**config.mk**
```make
export PLATFORM = sky130hd
export DESIGN_NAME = csr_timer
export DESIGN_NICKNAME = d
export VERILOG_FILES = /design/src/rtl/csr_timer_pkg.sv /design/src/rtl/csr_rmw.sv /design/src/rtl/csr_timer.sv
export SDC_FILE = /design/constraint.sdc
export NUM_CORES = 1
export LEC_CHECK = 0
export CAP_MARGIN = 20
export CORE_MARGIN = 10
export CORE_UTILIZATION = 60
export DETAILED_ROUTE_END_ITERATION = 7
export HOLD_SLACK_MARGIN = 0.02
export PLACE_DENSITY = 0.91
export SLEW_MARGIN = 20
export SYNTH_ARGS = -nofsm -noshare
export SYNTH_HDL_FRONTEND = slang
export SYNTH_SLANG_ARGS = --single-unit
```
**constraint.sdc**
```tcl
create_clock -name clk -period 7.5 [get_ports clk]
set_input_delay 1.125 -clock clk [delete_from_list [all_inputs] [get_ports clk]]
set_output_delay 1.125 -clock clk [all_outputs]
set_load 0.1 [all_outputs]
```
**src/rtl/csr_timer_pkg.sv**
```systemverilog
// rtl/csr_timer_pkg.sv - shared CSR types, timer addresses and control-register layout
package csr_timer_pkg;

  typedef logic [11:0] CsrAddrT;
  typedef logic [4:0]  r;
  typedef logic [31:0] word;

  // Encoded as the RISC-V funct3 of the Zicsr instructions; bit 2 marks the immediate forms.
  typedef enum logic [2:0] {
    CSR_RW  = 3'b001,
    CSR_RS  = 3'b010,
    CSR_RC  = 3'b011,
    CSR_RWI = 3'b101,
    CSR_RSI = 3'b110,
    CSR_RCI = 3'b111
  } csr_op_t;

  localparam CsrAddrT TimerCtrlAddr    = 12'h400;
  localparam CsrAddrT TimerCounterAddr = 12'h401;
  localparam CsrAddrT TimerCompareAddr = 12'h402;

  localparam int CtrlEnBit       = 0;
  localparam int CtrlPeriodicBit = 1;
  localparam int CtrlPendingBit  = 2;
  localparam int CtrlPrescaleLsb = 8;
  localparam int CtrlPrescaleMsb = 15;

  function automatic logic op_is_imm(csr_op_t op);
    return op[2];
  endfunction

endpackage

```
**src/rtl/csr_rmw.sv**
```systemverilog
// rtl/csr_rmw.sv - combinational CSR read-modify-write: new value and write strobe
//
// Ports:
//   old_value_i  current value of the addressed register
//   csr_op_i     RW/RS/RC and their immediate forms
//   rs1_zimm_i   rs1 index, or the 5-bit zimm for immediate forms
//   rs1_data_i   rs1 register value
//   new_value_o  value to commit
//   write_o      commit strobe (low for set/clear with source index 0)
module csr_rmw
  import csr_timer_pkg::*;
(
  input  word     old_value_i,
  input  csr_op_t csr_op_i,
  input  r        rs1_zimm_i,
  input  word     rs1_data_i,
  output word     new_value_o,
  output logic    write_o
);

  word src;

  always_comb begin
    src         = op_is_imm(csr_op_i) ? {27'd0, rs1_zimm_i} : rs1_data_i;
    new_value_o = old_value_i;
    write_o     = 1'b0;
    case (csr_op_i)
      CSR_RW, CSR_RWI: begin
        new_value_o = src;
        write_o     = 1'b1;
      end
      // Set/clear from x0 (or zimm 0) is a pure read and must not write.
      CSR_RS, CSR_RSI: begin
        new_value_o = old_value_i | src;
        write_o     = (rs1_zimm_i != '0);
      end
      CSR_RC, CSR_RCI: begin
        new_value_o = old_value_i & ~src;
        write_o     = (rs1_zimm_i != '0);
      end
      default: begin
        new_value_o = old_value_i;
        write_o     = 1'b0;
      end
    endcase
  end

endmodule

```
**src/rtl/csr_timer.sv**
```systemverilog
// rtl/csr_timer.sv - CSR-mapped prescaled compare timer raising one-cycle interrupt pulses
//
// Ports:
//   clk, reset     clock and asynchronous active-high reset
//   csr_enable     decoder has a CSR instruction this cycle
//   csr_addr       CSR address
//   rs1_zimm       rs1 index or zimm
//   rs1_data       rs1 value
//   csr_op         CSR operation
//   csr_out        pre-write value of the addressed register, 0 if not ours
//   interrupt_out  registered one-cycle pulse per compare match
module csr_timer
  import csr_timer_pkg::*;
#(
  parameter CsrAddrT CtrlAddr     = TimerCtrlAddr,
  parameter CsrAddrT CounterAddr  = TimerCounterAddr,
  parameter CsrAddrT CompareAddr  = TimerCompareAddr,
  parameter int      CounterWidth = 32
) (
  input  logic    clk,
  input  logic    reset,
  input  logic    csr_enable,
  input  CsrAddrT csr_addr,
  input  r        rs1_zimm,
  input  word     rs1_data,
  input  csr_op_t csr_op,
  output word     csr_out,
  output logic    interrupt_out
);

  logic                    en_q, en_d;
  logic                    periodic_q, periodic_d;
  logic                    pending_q, pending_d;
  logic [7:0]              prescale_q, prescale_d;
  logic [7:0]              pre_q, pre_d;
  logic [CounterWidth-1:0] counter_q, counter_d;
  logic [CounterWidth-1:0] compare_q, compare_d;
  logic                    irq_q, irq_d;

  logic sel_ctrl, sel_counter, sel_compare;
  logic wr_ctrl, wr_counter, wr_compare;
  logic rmw_we;
  logic tick, match;
  word  ctrl_word, counter_word, compare_word, wdata;

  always_comb begin
    sel_ctrl    = csr_enable && (csr_addr == CtrlAddr);
    sel_counter = csr_enable && (csr_addr == CounterAddr);
    sel_compare = csr_enable && (csr_addr == CompareAddr);

    ctrl_word                                  = '0;
    ctrl_word[CtrlEnBit]                       = en_q;
    ctrl_word[CtrlPeriodicBit]                 = periodic_q;
    ctrl_word[CtrlPendingBit]                  = pending_q;
    ctrl_word[CtrlPrescaleMsb:CtrlPrescaleLsb] = prescale_q;
    counter_word                               = '0;
    counter_word[CounterWidth-1:0]             = counter_q;
    compare_word                               = '0;
    compare_word[CounterWidth-1:0]             = compare_q;

    csr_out = '0;
    if (sel_ctrl)         csr_out = ctrl_word;
    else if (sel_counter) csr_out = counter_word;
    else if (sel_compare) csr_out = compare_word;
  end

  // csr_out already carries the old value of whichever register is addressed.
  csr_rmw u_rmw (
    .old_value_i (csr_out),
    .csr_op_i    (csr_op),
    .rs1_zimm_i  (rs1_zimm),
    .rs1_data_i  (rs1_data),
    .new_value_o (wdata),
    .write_o     (rmw_we)
  );

  assign wr_ctrl    = sel_ctrl && rmw_we;
  assign wr_counter = sel_counter && rmw_we;
  assign wr_compare = sel_compare && rmw_we;

  assign tick  = en_q && (pre_q == prescale_q);
  assign match = tick && (counter_q == compare_q);

  always_comb begin
    pre_d      = pre_q;
    counter_d  = counter_q;
    compare_d  = compare_q;
    en_d       = en_q;
    periodic_d = periodic_q;
    pending_d  = pending_q | match;
    prescale_d = prescale_q;
    irq_d      = match;

    if (en_q) pre_d = tick ? '0 : pre_q + 8'd1;

    if (tick) begin
      if (!match)          counter_d = counter_q + CounterWidth'(1);
      else if (periodic_q) counter_d = '0;
    end
    if (match && !periodic_q) en_d = 1'b0;

    // Software writes override the timer, except a match-set pending survives a clear.
    if (wr_ctrl) begin
      en_d       = wdata[CtrlEnBit];
      periodic_d = wdata[CtrlPeriodicBit];
      pending_d  = wdata[CtrlPendingBit] | match;
      prescale_d = wdata[CtrlPrescaleMsb:CtrlPrescaleLsb];
      if (!en_q && wdata[CtrlEnBit]) pre_d = '0;
    end
    if (wr_counter) counter_d = wdata[CounterWidth-1:0];
    if (wr_compare) compare_d = wdata[CounterWidth-1:0];
  end

  always_ff @(posedge clk or posedge reset) begin
    if (reset) begin
      en_q       <= 1'b0;
      periodic_q <= 1'b0;
      pending_q  <= 1'b0;
      prescale_q <= '0;
      pre_q      <= '0;
      counter_q  <= '0;
      compare_q  <= '0;
      irq_q      <= 1'b0;
    end else begin
      en_q       <= en_d;
      periodic_q <= periodic_d;
      pending_q  <= pending_d;
      prescale_q <= prescale_d;
      pre_q      <= pre_d;
      counter_q  <= counter_d;
      compare_q  <= compare_d;
      irq_q      <= irq_d;
    end
  end

  assign interrupt_out = irq_q;

endmodule

```
==> impl_metrics.toml, run 1 <==
[grt]
grt.overflow.total = 0
grt_pass1_wl_um = 34520
grt_pass1_vias = 6489
grtUsageTotal_pct = 28.57
antenna_found_initial = 0
grt_max_degree = 85

[routing]
viasPerCell = 7.068
drc = 0
vias = 6672
wl_per_cell_um = 23.01
routed_wl_um = 21720
drt_iter0_markers = 1144
top_layer_used = "met4"
first_pass_iters = 6
wl_met3_um = 2939
postRouteAntennaNets = 0
drt-met1-wl_um = 8181
route.met2.wl_um = 9740

[floorplan]
core_um2 = 10320
die_area_um2 = 15150
die_y_um = 123.1
start_util_pct = 61.76
num_rows = 37
io_pins = 88
die_w_um = 123.1

[clock_tree]
htreeDepth = 3
cts-resized-gates = 0
clkSinkCount = 84
cts_tree = "done"
cts_buffers = 9
cts_setup_buffers = 0
clk_path_buf_depth = 2
clkTransAtPathRegs_ns = 0.09
clk_latency_ns = 0.38
cts_hold_buffers = 0
root_buffer = "clkbuf_8"

[worst_setup_path]
arrival_ns = 4.55
cp_max_fo = 30
required_ns = 6.38
end_kind = "primary output"
start_kind = "primary input"
path_class = "primary input to primary output"

[synthesis]
synthAdderAreaFrac_pct = 0.3925
async_reset_ff_share_pct = 100.0
synth_nets = 813
synth_cells = 756
yosysTopAreaCell = "dfrtp_1"
synth-compound-area-share_pct = 21.23
synth_edf_count = 0
synthXorXnorAreaFrac_pct = 6.731
ys_seq_area_share_pct = 32.97
synth.area.top_cells = "dfrtp_1 (33%), xor2_1 (5.2%), mux2_2 (4.6%), nand2_1 (4.2%), nand3_1 (3.5%)"
yosys_warnings = 0
ys_types = 65
synth_top_area_share_pct = 32.97
synth_ff_type = "dfrtp_1"
ys_seq_elements = 84
synth_top_family_by_area = "simple AND/OR/NAND/NOR gates"
synth_most_common_cell = "dfrtp_1"
synth_common_cells = "dfrtp_1 (84), nand2_1 (71), nor2_1 (52)"
synth.avg_cell_area_um2 = 8.434
synthMuxAreaShare_pct = 6.790
synth-simple-area-share_pct = 26.33
netlist_area_um2 = 6376

[timing]
layout_min_cycle_time_ns = 5.673
setup_viol = 0
tightest_slew_ns = 1.119
fmax_mhz = 176.3
holdWs_ns = 0.5467
fin_skew_ns = 0.01464
setup_ws_ns = 1.827
hold_viol_final = 0
final.setup.tns_ns = 0
fin_crit_sh_pct = 75.65
slew_headroom_pct = 24.94
rsz0062_at_grt = "false"
slew_violations = 0

[placement]
port_buffers = 87
hpwl_um = 15500
dpl_cell_area_um2 = 7242
placed_cells = 928
post-place-ws_ns = 1.889
place.gp.congestion = 0.9809

[cells_and_area]
nNetsFinal = 860
fin_cells = 944
areaGrowthSynthToFinish_pct = 17.37
finish.utilization_pct = 72.49
fin_area_um2 = 7483
layout-drive-gt1-share_pct = 9.158
fillers = 734
diodes = 0

[pwr]
p_leak_nw = 2.970
cellPowerDensity_nw_per_um2 = 130.8
p_total_uw = 979.1
max-vdd-ir-drop_mv = 0.08362

[outcome]
outcome = "complete, no violations"

[hold_path]
hold_class = "register to register"

[flow_run]
maxCapViolCount = 0
-- final timing paths --
kind	start	to	slack, ns	depth (start not counted)
max in group asynchronous	reset	counter_q[22]	5.66	3
setup reg to reg	counter_q[16]	counter_q[16]	4.27	7
setup / recovery	csr_addr[0]	csr_out[31]	1.83	6
hold / removal	compare_q[26]	compare_q[26]	0.55	2
min in group asynchronous	reset	pre_q[5]	1.29	3
hold reg to reg	compare_q[26]	compare_q[26]	0.55	2
-- routing by layer --
metal  GRT usage [%]  vias to the layer above
met5               0                        -
met4           12.08                        0
met3           9.298                       93
met2           43.71                      521
met1           36.48                     3172
li1                -                     2886
-- worst max-delay path, stage by stage --
cell and delay, ns:
clkdlybuf4s50_1 0.45, buf_4 0.36, nor2b_1 0.94, a22oi_1 0.27, nor2_1 0.21, clkdlybuf4s50_1 1.18
-- cell usage in the layout, fill, tap and decap left out, drive strengths merged, types with 23 or more instances in the layout --
cell type and n:
nor2b 25, a22oi 23, nor2 53, nand3 44
o21ai 44, nand2 71, clkdlybuf4s50 85, xor2 38
mux2 26, dfrtp 84
-- registers in the layout (all words and copies together) (netlist names) --
register	cells
pending_q	1
prescale_q	8
compare_q	32
periodic_q	1
en_q	1
pre_q	8
interrupt_out	1
counter_q	32
-- area by class of cell --
type                    instances  area, um^2  area share [%]
multi-input cells             588        3936           52.60
clock inverters                 5       100.1           1.338
repair buffers                100       967.2           12.92
inverters                      20       76.32           1.020
well taps                     136       170.2           2.274
clock buffers                  11       131.4           1.756
flip-flops and latches         84        2102           28.09
-- power breakdown --
part | switching (mW) | internal (mW)
sequential | 0.00369 | 0.455
clock | 0.174 | 0.221
combinational | 0.0697 | 0.0559
total | 0.248 | 0.732
-- kinds of logic (layout without fill, tap and decap cells) --
| logic type | after synthesis | in the layout |
|---|---|---|
| multiplexers | 40 | 40 |
| XOR/XNOR | 49 | 49 |
| adder cells (fa/ha/maj) | 2 | 2 |
| AND/OR/NAND/NOR | 314 | 314 |
| flip-flops | 84 | 84 |
| buffers and inverters | 84 | 136 |
| AO/OA/AOI/OAI | 183 | 183 |
No activity file was read; power rests on OpenSTA's default activity.
==> run 2: changes to the inputs <==
CORE_UTILIZATION = 51   (was 60)
PLACE_DENSITY = 0.83   (was 0.91)
clock period = 5 ns   (was 7.5 ns; I/O delays follow)
==> run 2 against run 1 <==
Register-to-register slack worse by 2.6 ns. Clock power up 79%. Via count decreased by 1.3%. Critical endpoint is now csr_out[10]. Critical path type unchanged. Clock skew decreased by 0.0024 ns. Global-route usage decreased by 3.0 points. Routed wire length rose by 5.4%. Sequential share of layout area is 1.4 points lower. Final cell count rose by 4.0%. Die area rose by 15%.
==> impl_metrics.toml, run 2 (synthesized netlist as in run 1, its figures left out) <==
[outcome]
outcome = "complete, no violations"

[floorplan]
die_y_um = 131.8
io_pins = 88
core_um2 = 12110
die_area_um2 = 17380
num_rows = 40
die_w_um = 131.8
start_util_pct = 52.64

[worst_setup_path]
path_class = "primary input to primary output"
required_ns = 4.25
reg2reg_from = "counter_q[17]"
rr_worst_depth = 7
end_kind = "primary output"
arrival_ns = 3.13
r2r_slack_ns = 1.72
rr_endpoint = "counter_q[15]"
start_kind = "primary input"
cp_max_fo = 17

[timing]
rsz0062_at_grt = "false"
fin_crit_sh_pct = 77.67
slew_headroom_pct = 24.67
fmax_mhz = 257.5
setup_viol = 0
slew_violations = 0
fin_skew_ns = 0.01223
tightest_slew_ns = 1.123
layout_min_cycle_time_ns = 3.883
hold_viol_final = 0

[routing]
viasPerCell = 6.709
vias = 6588
wl_per_cell_um = 23.32
drc = 0
drt_iter0_markers = 887
routed_wl_um = 22900
postRouteAntennaNets = 0
first_pass_iters = 6

[cells_and_area]
final_cell_mix = "dfrtp_1 (84), nand2_1 (71), clkdlybuf4s50_1 (55)"
areaGrowthSynthToFinish_pct = 23.39
fin_area_um2 = 7868
diodes = 0
final_common_cell = "dfrtp_1"
biggestRegsByFlops = "compare_q (32), counter_q (32)"
layout-drive-gt1-share_pct = 13.64
nNetsFinal = 866
fin_cells = 982

[grt]
grt_max_degree = 45
grt_pass1_vias = 6396
grt.overflow.total = 0
antenna_found_initial = 0
grt_pass1_wl_um = 35730
grtUsageTotal_pct = 25.60

[placement]
hpwl_um = 17030
place.gp.congestion = 1.029
placed_cells = 966
port_buffers = 87
dpl_cell_area_um2 = 7564

[clock_tree]
clk_path_buf_depth = 2
cts_setup_buffers = 0
clkSinkCount = 84
clk_latency_ns = 0.36
htreeDepth = 3
cts_tree = "done"
root_buffer = "clkbuf_16"
cts_buffers = 9
clkTransAtPathRegs_ns = 0.06
cts_hold_buffers = 0
cts-resized-gates = 0

[hold_path]
hold_class = "register to register"
min-delay-start = "pending_q"
hold_depth = 2
min_to = "pending_q"

[pwr]
max-vdd-ir-drop_mv = 0.1296
p_leak_nw = 3.143
cellPowerDensity_nw_per_um2 = 201.7

[flow_run]
maxCapViolCount = 0
## run 2: changes by cell type in the layout (fill, tap and decap cells not counted), moves of 2 or more
cell             before  now
clkdlybuf4s50_1      85   55
bufinv_16             3    1
buf_12                0   24
a2111oi_0             6    1
a2111oi_1             3    8
clkbuf_16             0    9
buf_4                14   27
clkinvlp_4            0    3
clkbuf_8              9    1
clkinv_2              3    1
## run 2: how the worst max path moves through the flow
stage | from | endpoint | slack, ns
2_1_floorplan | csr_addr[5] | counter_q[27] | -0.84
3_3_place_gp | csr_addr[6] | csr_out[0] | 1.20
3_5_place_dp | csr_addr[6] | csr_out[14] | 1.17
4_1_cts | csr_addr[6] | csr_out[13] | 1.16
5_1_grt | csr_addr[1] | csr_out[21] | 0.99
6_report | csr_addr[0] | csr_out[10] | 1.12
## run 2: layout make-up
class	instances	area, um^2
fill	1032	4244
multi-input combinational	588	3941
inverter	20	76.32
timing repair buffer	106	1234
sequential	84	2102
tap	168	210.2
clock inverter	5	61.31
clock buffer	11	242.7
## run 2: routing by layer
layer | GRT usage, % | routed length, um | up-vias
met2 | 38.56 | 10180 | 434
met1 | 33.30 | 9264 | 3178
met5 | 0 | 0 | -
li1 | - | - | 2898
met3 | 7.317 | 2574 | 78
met4 | 11.43 | 885 | 0
## run 2: per-stage QoR
stage | hold WS, ns | util (%) | power (mW) | setup slack [ns] | TNS [ns]
after floorplan | 0.4784 | - | 0.8067 | -0.8421 | -14.33
final | 0.5351 | 64.96 | 1.587 | 1.117 | 0
after detailed placement | 0.5130 | 62.45 | 0.8881 | 1.170 | 0
after global placement | 0.4942 | 62.45 | 0.8836 | 1.198 | 0
after global routing | 0.5603 | 64.96 | 1.623 | 0.9886 | 0
after CTS | 0.5282 | 64.96 | 1.579 | 1.159 | 0
## run 2: power breakdown
| group | total [mW] | switching, mW | internal (mW) |
|---|---|---|---|
| Combinational | 0.191 | 0.105 | 0.0852 |
| Clock | 0.708 | 0.305 | 0.402 |
| Sequential | 0.689 | 0.00552 | 0.683 |
## run 2: critical path, cell delays in order
cell,delay [ns]
clkdlybuf4s50_1,0.87
buf_4,0.32
buf_4,0.22
mux2i_1,0.22
a2bb2oi_1,0.38
nor2_1,0.17
buf_12,0.20
